[config.mk]
export PLATFORM = sky130hd
export DESIGN_NAME = bit_serializer_flat
export DESIGN_NICKNAME = d
export VERILOG_FILES = /design/src/rtl/serializer_pkg.sv /design/src/rtl/bit_serializer_if.sv /design/src/rtl/bit_counter.sv /design/src/rtl/bit_serializer.sv /design/src/flat_wrapper.sv
export SDC_FILE = /design/constraint.sdc
export NUM_CORES = 1
export LEC_CHECK = 0
export CELL_PAD_IN_SITES_DETAIL_PLACEMENT = 0
export CELL_PAD_IN_SITES_GLOBAL_PLACEMENT = 1
export CORE_MARGIN = 4
export CORE_UTILIZATION = 35
export DETAILED_ROUTE_END_ITERATION = 12
export PLACE_DENSITY_LB_ADDON = 0.1
export SLEW_MARGIN = 20
export SYNTH_ARGS = -nofsm -noshare
export SYNTH_HDL_FRONTEND = slang
export SYNTH_SLANG_ARGS = --single-unit
[constraint.sdc]
create_clock -name clk -period 1.6 [get_ports clk]
set_input_delay 0.16 -clock clk [delete_from_list [all_inputs] [get_ports clk]]
set_output_delay 0.16 -clock clk [all_outputs]
set_load 0.01 [all_outputs]
[src/rtl/serializer_pkg.sv]
// Shared types and helpers for the bit serializer and its counter.
package serializer_pkg;

  typedef enum logic {IDLE, SHIFT} ser_state_t;

  function automatic int cnt_w(int w);
    return $clog2(w);
  endfunction

endpackage

[src/rtl/bit_serializer_if.sv]
// Word-in / bit-out bundle between the upstream word source and the serializer.
interface bit_serializer_if #(
  parameter int WIDTH = 8
);
  logic [WIDTH-1:0] din;
  logic             din_valid;
  logic             din_ready;
  logic             sout;
  logic             sout_valid;
  logic             word_done;
  logic             busy;

  modport master (
    output din, din_valid,
    input  din_ready, sout, sout_valid, word_done, busy
  );

  modport slave (
    input  din, din_valid,
    output din_ready, sout, sout_valid, word_done, busy
  );
endinterface

[src/rtl/bit_counter.sv]
// Bit-position counter: 0..WIDTH-1, saturates on the last bit, flags it.
module bit_counter
  import serializer_pkg::*;
#(
  parameter int WIDTH = 8
) (
  input  logic                    clk,
  input  logic                    reset,
  input  logic                    clear_i,
  input  logic                    inc_i,
  output logic [cnt_w(WIDTH)-1:0] cnt_o,
  output logic                    last_o
);
  localparam int            CW   = cnt_w(WIDTH);
  localparam logic [CW-1:0] LAST = CW'(WIDTH - 1);

  logic [CW-1:0] cnt_q, cnt_d;

  always_comb begin
    cnt_d = cnt_q;
    if (clear_i)
      cnt_d = '0;
    else if (inc_i && !last_o)
      cnt_d = cnt_q + CW'(1);
  end

  always_ff @(posedge clk) begin
    if (reset) cnt_q <= '0;
    else       cnt_q <= cnt_d;
  end

  assign last_o = (cnt_q == LAST);
  assign cnt_o  = cnt_q;
endmodule

[src/rtl/bit_serializer.sv]
// Parallel-to-serial front end: valid/ready word intake, one bit per clock out,
// back-to-back words stream with no gap, line parked at IDLE_BIT otherwise.
module bit_serializer
  import serializer_pkg::*;
#(
  parameter int WIDTH     = 8,
  parameter bit MSB_FIRST = 1'b1,
  parameter bit IDLE_BIT  = 1'b0
) (
  input  logic            clk,
  input  logic            reset,
  bit_serializer_if.slave ser
);
  localparam int            CW     = cnt_w(WIDTH);
  localparam logic [CW-1:0] PENULT = CW'(WIDTH - 2);

  ser_state_t       state_q, state_d;
  logic [WIDTH-1:0] shreg_q, shreg_d, shifted;
  logic             sout_q, sout_d;
  logic             sout_valid_q, sout_valid_d;
  logic             word_done_q, word_done_d;
  logic [CW-1:0]    cnt;
  logic             last, xfer, cnt_clear, cnt_inc;

  function automatic logic first_bit(logic [WIDTH-1:0] w);
    return MSB_FIRST ? w[WIDTH-1] : w[0];
  endfunction

  bit_counter #(.WIDTH(WIDTH)) u_cnt (
    .clk     (clk),
    .reset   (reset),
    .clear_i (cnt_clear),
    .inc_i   (cnt_inc),
    .cnt_o   (cnt),
    .last_o  (last)
  );

  always_ff @(posedge clk) begin
    if (reset) state_q <= IDLE;
    else       state_q <= state_d;
  end

  always_comb begin
    state_d = state_q;
    case (state_q)
      IDLE:    if (xfer) state_d = SHIFT;
      SHIFT:   if (last && !xfer) state_d = IDLE;
      default: state_d = IDLE;
    endcase
  end

  // Ready on the last bit lets the next word follow with zero gap.
  always_comb begin
    ser.din_ready = (state_q == IDLE) || ((state_q == SHIFT) && last);
    ser.busy      = (state_q == SHIFT);
    xfer          = ser.din_valid && ser.din_ready;
    cnt_clear     = xfer;
    cnt_inc       = (state_q == SHIFT) && !last;
  end

  assign shifted = MSB_FIRST ? {shreg_q[WIDTH-2:0], 1'b0}
                             : {1'b0, shreg_q[WIDTH-1:1]};

  // The output bit is registered together with the shift, so sout always
  // shows the bit at the head of the word the counter is pointing at.
  always_comb begin
    shreg_d      = shreg_q;
    sout_d       = IDLE_BIT;
    sout_valid_d = 1'b0;
    word_done_d  = 1'b0;
    if (xfer) begin
      shreg_d      = ser.din;
      sout_d       = first_bit(ser.din);
      sout_valid_d = 1'b1;
    end else if ((state_q == SHIFT) && !last) begin
      shreg_d      = shifted;
      sout_d       = first_bit(shifted);
      sout_valid_d = 1'b1;
      word_done_d  = (cnt == PENULT);
    end
  end

  always_ff @(posedge clk) begin
    if (reset) begin
      shreg_q      <= '0;
      sout_q       <= IDLE_BIT;
      sout_valid_q <= 1'b0;
      word_done_q  <= 1'b0;
    end else begin
      shreg_q      <= shreg_d;
      sout_q       <= sout_d;
      sout_valid_q <= sout_valid_d;
      word_done_q  <= word_done_d;
    end
  end

  assign ser.sout       = sout_q;
  assign ser.sout_valid = sout_valid_q;
  assign ser.word_done  = word_done_q;
endmodule

[src/flat_wrapper.sv]
// flat-port wrapper written by rule: the top's interface ports become plain ports
module bit_serializer_flat import serializer_pkg::*;
#(
  parameter int WIDTH     = 8,
  parameter bit MSB_FIRST = 1'b1,
  parameter bit IDLE_BIT  = 1'b0
)
  (clk, reset, ser_din, ser_din_valid, ser_din_ready, ser_sout, ser_sout_valid, ser_word_done, ser_busy);
  bit_serializer_if #(.WIDTH(WIDTH)) ser_i ();
  input  logic clk;
  input  logic reset;
  input wire logic [$bits(ser_i.din)-1:0] ser_din;
  input wire logic [$bits(ser_i.din_valid)-1:0] ser_din_valid;
  output wire logic [$bits(ser_i.din_ready)-1:0] ser_din_ready;
  output wire logic [$bits(ser_i.sout)-1:0] ser_sout;
  output wire logic [$bits(ser_i.sout_valid)-1:0] ser_sout_valid;
  output wire logic [$bits(ser_i.word_done)-1:0] ser_word_done;
  output wire logic [$bits(ser_i.busy)-1:0] ser_busy;
  assign ser_i.din = ser_din;
  assign ser_i.din_valid = ser_din_valid;
  assign ser_din_ready = ser_i.din_ready;
  assign ser_sout = ser_i.sout;
  assign ser_sout_valid = ser_i.sout_valid;
  assign ser_word_done = ser_i.word_done;
  assign ser_busy = ser_i.busy;
  bit_serializer #(.WIDTH(WIDTH), .MSB_FIRST(MSB_FIRST), .IDLE_BIT(IDLE_BIT)) u_core (.clk(clk), .reset(reset), .ser(ser_i));
endmodule
Word-level counts from Yosys, hierarchy flattened. Index checks and enable logic that the tools add are counted. Widths: inputs -> output; s select.

Mux-type cells: 9. Reduce and logical (&&, ||, !) cells: 11. Equal/unequal tests: 2. Add/sub/neg operators: 1. Bitwise operators: 2.

Operators with widths (count): $mux 7 (2); $eq 3x3->1 const B (2); $mux 1 (6); $logic_and 1x1->1 (5); $add 3x1->3 const B (1); $reduce_or 3->1 (1); $logic_not 1->1 (2); $not 1->1 (2); $pmux 1 s2 (1); $reduce_bool 2->1 (1); $reduce_or 2->1 (1); $logic_or 1x1->1 (1).

Logic and storage cells: 31. Input bits: 11. Output and inout bits: 5. Flip-flop bits (word level): 14.

Logic depth before layout (Yosys ltp).
Depth after elaboration: 8. Mapped depth: 8. Mapped depth without buffers: 6.

By module. From an unflattened synthesis, not the netlist that was laid out.

Cell total of the unflattened synthesis: 57. Area total of the unflattened synthesis: 640.6 um^2.

Modules (own cells, without submodules): bit_serializer (cells each 45, area each 498.0 um^2, seq. area each 220.2 um^2, instances 1); bit_counter (cells each 12, area each 142.6 um^2, seq. area each 60.1 um^2, instances 1).

Worst setup path before layout. Ideal clock, no wire load.

Path kind: register to register. Start: reg u_core.u_cnt.cnt_q[0], in the netlist u_core.u_cnt.cnt_o[0]. End: reg u_core.u_cnt.cnt_q[2], in the netlist u_core.u_cnt.cnt_o[2]. Cell stages (with the launch flop): 9. Clock period less this slack: 1.349 ns. Arrival: 1.225 ns. Slack: 0.251 ns. Setup time: 0.123 ns. Data required time: 1.477 ns. Buffers on the path: 2. Cells stage by stage: dfxtp_1 > ha_1 > ha_1 > nor2b_4 > buf_6 > inv_6 > buf_8 > nand3b_1 > a21oi_1.

Word-level cells in the longest chain between the ends: 5. Elaborated cells on any way between the ends: 9. Those cells by class: add/sub: 1; eq/ne: 1; reduce/logical: 7.

Ends and longest elaborated chain: from (decl) (line bit_counter.sv:17) `logic [CW-1:0] cnt_q, cnt_d;`; from (signal assigned) (line bit_counter.sv:29) `else cnt_q <= cnt_d;`; $eq 3x3->1 (line bit_counter.sv:32) `assign last_o = (cnt_q == LAST);`; $logic_and 1x1->1 (line bit_serializer.sv:54) `ser.din_ready = (state_q == IDLE) || ((state_q == SHIFT) && last);`; $logic_or 1x1->1 (line bit_serializer.sv:54); via ser_din_ready (line flat_wrapper.sv:14) `output wire logic [$bits(ser_i.din_ready)-1:0] ser_din_ready;`; $logic_and 1x1->1 (line bit_serializer.sv:56) `xfer = ser.din_valid && ser.din_ready;`; $reduce_or 2->1 (no source line).

The timed path passes the listed nets, and every way through them passes these cells. A chain may end at the register's enable or synchronous reset.

Worst setup path in the final report.
Start: reg u_core.u_cnt.cnt_q[0], in the netlist u_core.u_cnt.cnt_o[0]. End: out ser_din_ready.

Word-level cells in the longest chain between the ends: 3.

Ends and longest elaborated chain (line): $eq 3x3->1 (bit_counter.sv:32); $logic_and 1x1->1 (bit_serializer.sv:54); $logic_or 1x1->1 (bit_serializer.sv:54); to (decl) (flat_wrapper.sv:14).

Every way passes these cells.

==> key figures <==
Outcome
  • Outcome: completed

Timing
  • Final worst slack: between 0.15 and 0.2 ns
  • Hold WS: about 0.46 ns
  • Final Hold Vio Count: 0
  • Slew Limit Fails: 0
  • Slew @ Worst Pin: roughly 0.27 ns
  • Setup TNS: 0 ns
  • Slew headroom: approximately 82%
  • Max Clock Freq: 694 MHz
  • Final setup viols: 0
  • Unrepaired setup endpoints after global routing: false
  • Tcrit/Tclk final: about nine tenths
  • Max Clock Skew: ~0.00043 ns
  • Min Tclk post-route: 1.44 ns

GRT
  • Antenna violations before repair: 0
  • Vias in the first global route: ~480
  • GR Layer Usage met1: a little over an eighth
  • Tot GR Track Use: a little over a tenth
  • GRT met2 Usage: between 15 and 20%
  • Busiest grt layer: met2
  • GRT met3 Usage: about 3.2%
  • Largest net degree at the start of global routing: 17
  • First-pass GRT wire length: slightly above 2 mm
  • GR Overflow Total: 0

Critical path
  • Worst Path Required: approximately 1.4 ns
  • Reg-to-reg slack, setup: ~0.21 ns
  • Crit path launch type: register
  • Critical setup path kind: register to output pin
  • CP endpoint kind: output pin
  • Critical path peak fanout: 2
  • Worst endpoint data arrival time: 1.28 ns

Floorplanning
  • Number of placed I/O pins: 16
  • Core area: approximately 1700 um^2
  • Initial core utilization: 37.2%
  • Die W: approximately 50 um
  • Std cell rows: 15
  • Die H: between 50 and 60 um
  • Die area: 2590 um^2

Synth
  • Sequential area share after synthesis: a little over two fifths
  • Mapped Nets: 75
  • Post-synth cell types: 20
  • Syn avg cell area: ~11 um^2
  • Post-synthesis cell count: around 60
  • Cell Area, Synth: about 640 um^2
  • Yosys warns: 0
  • Post-synthesis register bit count: 14

Detailed routing
  • Total Routed Length: around 1.2 mm
  • Wire length per cell: 11.1 um
  • First drt pass iteration count: 4
  • 1st-iter DRT viols: 12
  • Post-route DRC: 0
  • Via Count: between 400 and 500
  • Vias/cell: between 4 and 5
  • Remaining antenna violation count: 0

Clocking
  • Setup bufs post-CTS: 0
  • TritonCTS clock tree: done
  • CTS root buf: clkbuf_4
  • CTS clk-pin slew, worst paths: around 0.080 ns
  • CTS Buf Count: 3
  • CTS max path bufs: 2
  • Clock Latency Late Sink: 0.27 ns
  • # H-tree levels: 1
  • Clk sink count: 14

Placement
  • DP Wirelength: slightly above 800 um
  • Placed cell area: about 830 um^2
  • Place WS: between 0.06 and 0.07 ns
  • Routability cong.: about 0.67
  • Port Buf Inserts: 15

Power and ir drop
  • Power density cells: roughly 830 nW/um^2
  • Worst IR Drop VDD: between 300 and 400 uV
  • Pleak: roughly 0.00034 uW

Final layout
  • P&R area growth vs syn: 32.3%
  • Final core occ: between 40% and 50%
  • Share of layout cells above drive strength 1: between 20% and 30%
  • Fin nets: 95
  • FILL cells: ~180
  • Antenna fix cells: 0
  • Design Area, Final: between 800 and 900 um^2

Job
  • Max_cap viols: 0

Hold path
  • Min-delay worst type: register to register
[logic make-up after synthesis]
| family | after synthesis | share of synthesized area, % |
|---|---|---|
| simple gates | 21 | 16.3 |
| flops | 14 | 43.6 |
| compound gates | 10 | 15.4 |
| mux | 7 | 10.9 |
| buf+inv | 6 | 7.98 |
| fa+ha+maj | 3 | 5.84 |
[what timing repair did]
| action | CTS | global route |
|---|---|---|
| hold buffers | 0 | 0 |
| gates resized for setup | 4 | 2 |
| setup endpoints to repair | 1 | 1 |
| pin swaps | 0 | 0 |
[metrics by stage]
stage | power, uW | instances
CTS | 724 | 104
floorplan | 470 | 61
global route | 754 | 104
detailed placement | 524 | 101
finish | 708 | 104
global placement | 524 | 101
[where the power goes]
| part | internal (uW) | switching [uW] | total [uW] |
|---|---|---|---|
| Combinational | 73.3 | 58.0 | 131 |
| Clock | 87.1 | 109 | 196 |
| Sequential | 371 | 10.3 | 381 |
| Total | 531 | 177 | 708 |
[Yosys cell counts]
master,count,share of area (%)
dfxtp_1,14,44
nand3b_1,2,2.3
nor2b_4,1,2.1
nor3_1,2,1.6
inv_2,1,0.58
nand3_1,1,0.78
buf_6,1,1.8
nor2_1,9,5.3
buf_8,1,2.3
a211oi_2,6,12
a21oi_2,1,1.4
or3_1,1,0.97
buf_2,1,0.78
nand2_1,4,2.3
buf_4,1,1.2
nand2b_1,1,0.97
ha_1,3,5.8
a21oi_1,3,2.3
mux2i_1,7,11
inv_6,1,1.4
[cell type report]
type / count / area [um^2] / share of cell area, %
sequential: 14 / 283 / 33.2
inverter: 2 / 12.5 / 1.47
multi-input combinational: 41 / 314 / 36.9
clock buffer: 3 / 22.5 / 2.65
tap: 25 / 31.3 / 3.68
timing repair buffer: 19 / 188 / 22.1
[flip-flops by register name, indices dropped and copies added (netlist names)]
signal,count
u_core.ser.sout_valid,1
u_core.ser.word_done,1
u_core.u_cnt.cnt_o,3
u_core.shreg_q,7
u_core.ser.sout,1
u_core.ser.busy,1
[critical path, cell delays in order (launching register included)]
cell and delay, ns:
dfxtp_2 0.33, ha_1 0.19, ha_2 0.18, nor2b_4 0.15, inv_6 0.04, clkbuf_2 0.12
[cells in the final DEF, fill, tap and decap left out, types with 3 or more instances in the layout]
cell / Yosys / final
nor2_1: 9 / 9
buf_4: 1 / 3
a21oi_1: 3 / 3
clkbuf_4: 0 / 3
a211oi_2: 6 / 6
nand2_1: 4 / 4
mux2i_1: 7 / 7
dfxtp_1: 14 / 12
clkdlybuf4s50_1: 0 / 14
[metal layers]
| metal | up-vias | share of wire (%) |
|---|---|---|
| li1 | 248 | - |
| met3 | 2 | 6.2 |
| met5 | - | 0 |
| met4 | 0 | 1.0 |
| met2 | 13 | 46 |
| met1 | 216 | 46 |
[final timing paths]
| kind | cells past startpoint | start | endpoint |
|---|---|---|---|
| setup / recovery | 5 | u_core.u_cnt.cnt_o[0] | ser_din_ready |
| hold / removal | 2 | u_core.shreg_q[6] | u_core.ser.sout |
| setup reg to reg | 7 | u_core.u_cnt.cnt_o[0] | u_core.shreg_q[2] |
| hold reg to reg | 2 | u_core.shreg_q[6] | u_core.ser.sout |
No activity file was read; power rests on OpenSTA's default activity.
==> edit 1, RTL diff (same flow settings) <==
`IDLE_BIT` is set to 1'b0 in 2 places; all go to 1'b1.
--- a/src/rtl/bit_serializer.sv
+++ b/src/rtl/bit_serializer.sv
@@ -6,5 +6,5 @@
   parameter int WIDTH     = 8,
   parameter bit MSB_FIRST = 1'b1,
-  parameter bit IDLE_BIT  = 1'b0
+  parameter bit IDLE_BIT  = 1'b1
 ) (
   input  logic            clk,
--- a/src/flat_wrapper.sv
+++ b/src/flat_wrapper.sv
@@ -4,5 +4,5 @@
   parameter int WIDTH     = 8,
   parameter bit MSB_FIRST = 1'b1,
-  parameter bit IDLE_BIT  = 1'b0
+  parameter bit IDLE_BIT  = 1'b1
 )
   (clk, reset, ser_din, ser_din_valid, ser_din_ready, ser_sout, ser_sout_valid, ser_word_done, ser_busy);
Check against the original RTL: not equivalent (Yosys sat finds a counterexample within 4 cycles, from zero or initial values and one cycle with reset high).
==> edit 1 against the unedited design <==
  * Global-route usage down 0.37 points
  * Sequential cell count unchanged
  * Final area grew 3.1%
  * Synthesized area up 2.7%
  * Worst setup slack got worse by 21 ps
  * Wire length shrank 0.70%
  * Die area increased by 2.3%
  * Sequential share of layout area is 1.0 points lower
  * Clock power rose by 28%
  * Power up 8.1%
  * Clock skew is 7.6 ps higher
  * Critical path depth is the same
  * Worst hold slack improved by 41 ps
  * Critical path type unchanged
  * Critical endpoint unchanged
  * Largest power group unchanged
==> edit 1: results (changes against the unedited design) <==
placement:
  dp_hpwl_um: 829  # was 828 µm
  globalplace.congestion: 0.680  # was 0.668
  post-place-ws_ps: 65.3  # was 68.5 ps
  placed_cells: 102  # was 101
grt:
  grt_usage: 0.103  # was 0.107
  grt_pass1_vias: 492  # was 478
  grt_util_met3: 0.0379  # was 0.0321
  grt_use_met2: 0.163  # was 0.167
  grt_use_met1: 0.115  # was 0.132
  grt_pass1_wl_mm: 1.99  # was 2.06 mm
  antenna_found_initial: 0  # unchanged
power:
  p_total_uw: 766  # was 708 µW
  pg_clk_uw: 251  # was 196 µW
  leakage_uw: 0.000357  # was 0.000341 µW
  comb_power_share: 0.173  # was 0.185
  p_int_uw: 583  # was 531 µW
synth:
  synth_area_leaders: "dfxtp_1 42%, a211oi_2 11%, mux2i_1 11%, ha_1 5.7%, nor2_1 5.7%"  # was dfxtp_1 44%, a211oi_2 12%, mux2i_1 11%, ha_1 5.8%, nor2_1 5.3%
  yosys-top-cells-count: "14 x dfxtp_1, 10 x nor2_1, 7 x mux2i_1"  # was 14 x dfxtp_1, 9 x nor2_1, 7 x mux2i_1
  yosysSeqAreaShare: 0.424  # was 0.436
  syn_area_per_cell_um2: 10.8  # was 10.5 µm²
min_path:
  hp-start: "u_core.u_cnt.cnt_o[2]$_SDFFE_PP0P_"  # was u_core.shreg_q[6]$_SDFFE_PP0P_
  min_to: "u_core.ser.word_done$_SDFF_PP0_"  # was u_core.ser.sout$_SDFF_PP0_
drt:
  drtIter0Drc: 4  # was 12
  drtPass1Iterations: 3  # was 4
  vias: 478  # was 479
  wire_per_inst_um: 10.8  # was 11.1 µm
finish:
  nNetsFinal: 96  # was 95
  fillers: 188  # was 181
  drive_gt1_frac: 0.321  # was 0.266
sta:
  worst_slew_margin_rel: 0.888  # was 0.819
  skew_ps: 8.03  # was 0.432 ps
  whs_ps: 499  # was 458 ps
setup_path:
  reg2reg_slack_ps: 180  # was 210 ps
status:
  status: "completed"  # unchanged
-- edit 1: logic make-up (layout without fill, tap and decap cells) --
logic type	after synthesis	after routing	synth area share
buffers and inverters	6	26	0.0776
flip-flops	14	14	0.424
adder cells (fa/ha/maj)	3	3	0.0568
AO/OA/AOI/OAI	10	10	0.159
AND/OR/NAND/NOR	21	21	0.176
multiplexers	7	7	0.106
-- edit 1: metal layers --
layer / wire length (µm) / vias up
li1: - / 251
met1: 504 / 216
met2: 559 / 9
met3: 64 / 2
met4: 13 / 0
met5: 0 / -
-- edit 1: worst max-delay path, cell delays in order (launching register included) --
cell,delay (ps)
dfxtp_2,340
ha_1,200
ha_2,180
nor2b_4,150
inv_6,30
clkbuf_2,120
-- edit 1: final cells by class --
type,count,share of cell area
Timing Repair Buffer,20,0.208
Sequential cell,14,0.322
Multi-Input combinational cell,41,0.378
Tap cell,25,0.0357
Inverter,2,0.0143
Clock buffer,4,0.0414
-- edit 1: how the worst max path moves through the flow --
stage	from	to	slack (ps)	cells past startpoint
6_report	u_core.u_cnt.cnt_o[0]$_SDFFE_PP0P_	ser_din_ready	140	5
5_1_grt	u_core.u_cnt.cnt_o[0]$_SDFFE_PP0P_	ser_din_ready	70	5
4_1_cts	u_core.u_cnt.cnt_o[0]$_SDFFE_PP0P_	ser_din_ready	20	5
3_5_place_dp	u_core.u_cnt.cnt_o[0]$_SDFFE_PP0P_	ser_din_ready	70	5
3_3_place_gp	u_core.u_cnt.cnt_o[0]$_SDFFE_PP0P_	ser_din_ready	70	5
2_1_floorplan	u_core.u_cnt.cnt_o[0]$_SDFFE_PP0P_	u_core.ser.sout$_SDFF_PP1_	240	8
-- edit 1: timing repair --
action,CTS,global route
setup endpoints to repair,1,1
gates resized for setup,4,2
endpoints found under the hold margin,0,0
setup buffers,0,0
==> edit 2, RTL diff (config.mk and constraints unchanged) <==
Made on the original files. Reset style: asynchronous (`reset`), changed in 3 clocked blocks.
--- a/src/rtl/bit_counter.sv
+++ b/src/rtl/bit_counter.sv
@@ -25,5 +25,5 @@
   end
 
-  always_ff @(posedge clk) begin
+  always_ff @(posedge clk or posedge reset) begin
     if (reset) cnt_q <= '0;
     else       cnt_q <= cnt_d;
--- a/src/rtl/bit_serializer.sv
+++ b/src/rtl/bit_serializer.sv
@@ -36,5 +36,5 @@
   );
 
-  always_ff @(posedge clk) begin
+  always_ff @(posedge clk or posedge reset) begin
     if (reset) state_q <= IDLE;
     else       state_q <= state_d;
@@ -81,5 +81,5 @@
   end
 
-  always_ff @(posedge clk) begin
+  always_ff @(posedge clk or posedge reset) begin
     if (reset) begin
       shreg_q      <= '0;
Formal check against the unedited RTL: differs if reset is asserted again (counterexample within 4 cycles, from zero or initial values and one cycle with reset high); with reset held inactive, the same outputs for 10 cycles.
==> edit 2 against the unedited design <==
  * Worst hold slack got worse by 240 ps
  * Synthesized area grew 14%
  * Count of clock-buffer cells in the layout is the same
  * Worst setup slack got worse by 67 ps
  * Die area is 12% higher
  * Final area up 10%
  * Wire length rose by 1.0%
  * Global-route usage is 0.11 points lower
  * Sequential cell count unchanged
  * Sequential share of layout area grew 4.2 points
  * Critical path depth unchanged
  * Critical endpoint unchanged
Power is not compared: it rests on default switching activity, and its combinational part moved more than twofold at a synthesized area within 25%.
==> edit 2: results (changes against the unedited design) <==
status:
  status: "completed"  # unchanged
finish:
  drive_gt1_frac: 0.429  # was 0.266
  nNetsFinal: 93  # was 95
setup_path:
  slowest_stage: "dfrtp_1"  # was dfxtp_2
  critPathMaxStageDelay_ps: 390  # was 330 ps
  rr_endpoint: "u_core.ser.word_done$_DFF_PP0_"  # was u_core.shreg_q[2]$_SDFFE_PP0P_
  ff2ff_path_depth: 5  # was 7
  crit_arrival_ps: 1350  # was 1280 ps
  reg2reg_slack_ps: 130  # was 210 ps
  timing.rr.start: "u_core.u_cnt.cnt_o[0]$_DFFE_PP0P_"  # was u_core.u_cnt.cnt_o[0]$_SDFFE_PP0P_
  crit_family: "flip-flops"  # was adder cells
synth:
  ys_warn_count: 0  # unchanged
  synth-xor-area-share: 0  # unchanged
  syn-num-nets: 70  # was 75
  synthAdderAreaFrac: 0.0513  # was 0.0584
  ys_types: 18  # was 20
  muxShareOfSynthArea: 0.126  # was 0.109
  yosys-top-cells-count: "14 x dfrtp_1, 10 x nand2_2, 7 x mux2i_1"  # was 14 x dfxtp_1, 9 x nor2_1, 7 x mux2i_1
  yosysSeqAreaShare: 0.479  # was 0.436
  synth-compound-area-share: 0.0786  # was 0.154
  async_flop_share: 1.00  # was 0
  synth.most_common_cell: "dfrtp_1"  # was dfxtp_1
  synth_area_leaders: "dfrtp_1 48%, mux2i_1 9.6%, nand2_2 8.5%, o21ai_2 7.2%, buf_12 5.5%"  # was dfxtp_1 44%, a211oi_2 12%, mux2i_1 11%, ha_1 5.8%, nor2_1 5.3%
sta:
  period_share: 0.942  # was 0.901
  worst_slew_margin_rel: 0.649  # was 0.819
  whs_ps: 219  # was 458 ps
  skew_ps: 3.02  # was 0.432 ps
placement:
  post_dp_cell_area_um2: 906  # was 828 µm²
  post-place-ws_ps: -7.71  # was 68.5 ps
  dp_hpwl_um: 833  # was 828 µm
  globalplace.congestion: 0.706  # was 0.668
drt:
  drtIter0Drc: 1  # was 12
  vias: 452  # was 479
  finalWirelength_mm: 1.16  # was 1.15 mm
  drtPass1Iterations: 3  # was 4
grt:
  grt_use_met2: 0.157  # was 0.167
  grt_util_met3: 0.0499  # was 0.0321
  grt_pass1_wl_mm: 2.10  # was 2.06 mm
  grt_use_met1: 0.126  # was 0.132
  grt_usage: 0.106  # was 0.107
  grt_pass1_vias: 475  # was 478
cts:
  ctsResizeCount: 5  # was 4
  clock_path_buffers: 2  # unchanged
  cts_setup_buffers: 2  # was 0
min_path:
  min_path_type: "in2async"  # was reg2reg
[edit 2: per-layer routing]
| layer | share of wire | routed length (µm) |
|---|---|---|
| met3 | 0.077 | 89 |
| met5 | 0 | 0 |
| met2 | 0.47 | 547 |
| met4 | 0 | 0 |
| met1 | 0.45 | 525 |
[edit 2: logic make-up after synthesis]
logic type	Yosys count
AND/OR/NAND/NOR	18
flip-flops	14
multiplexers	8
AO/OA/AOI/OAI	7
buffers and inverters	6
adder cells (fa/ha/maj)	3
[edit 2: metrics by stage]
stage	setup TNS, ps	total power (µW)	util	instances
2_1_floorplan	0	1160	-	56
3_3_place_gp	-0.743	1300	0.457	100
3_5_place_dp	-7.71	1310	0.457	100
4_1_cts	0	1540	0.475	105
5_1_grt	0	1630	0.472	104
6_report	0	1490	0.472	104
[edit 2: layout make-up]
class,instances,area (µm²)
fillers,180,1050
flip-flops and latches,14,350
multi-input cells,36,320
repair buffers,21,190
well taps,27,33.8
clock buffers,3,22.5
inverters,3,18.8
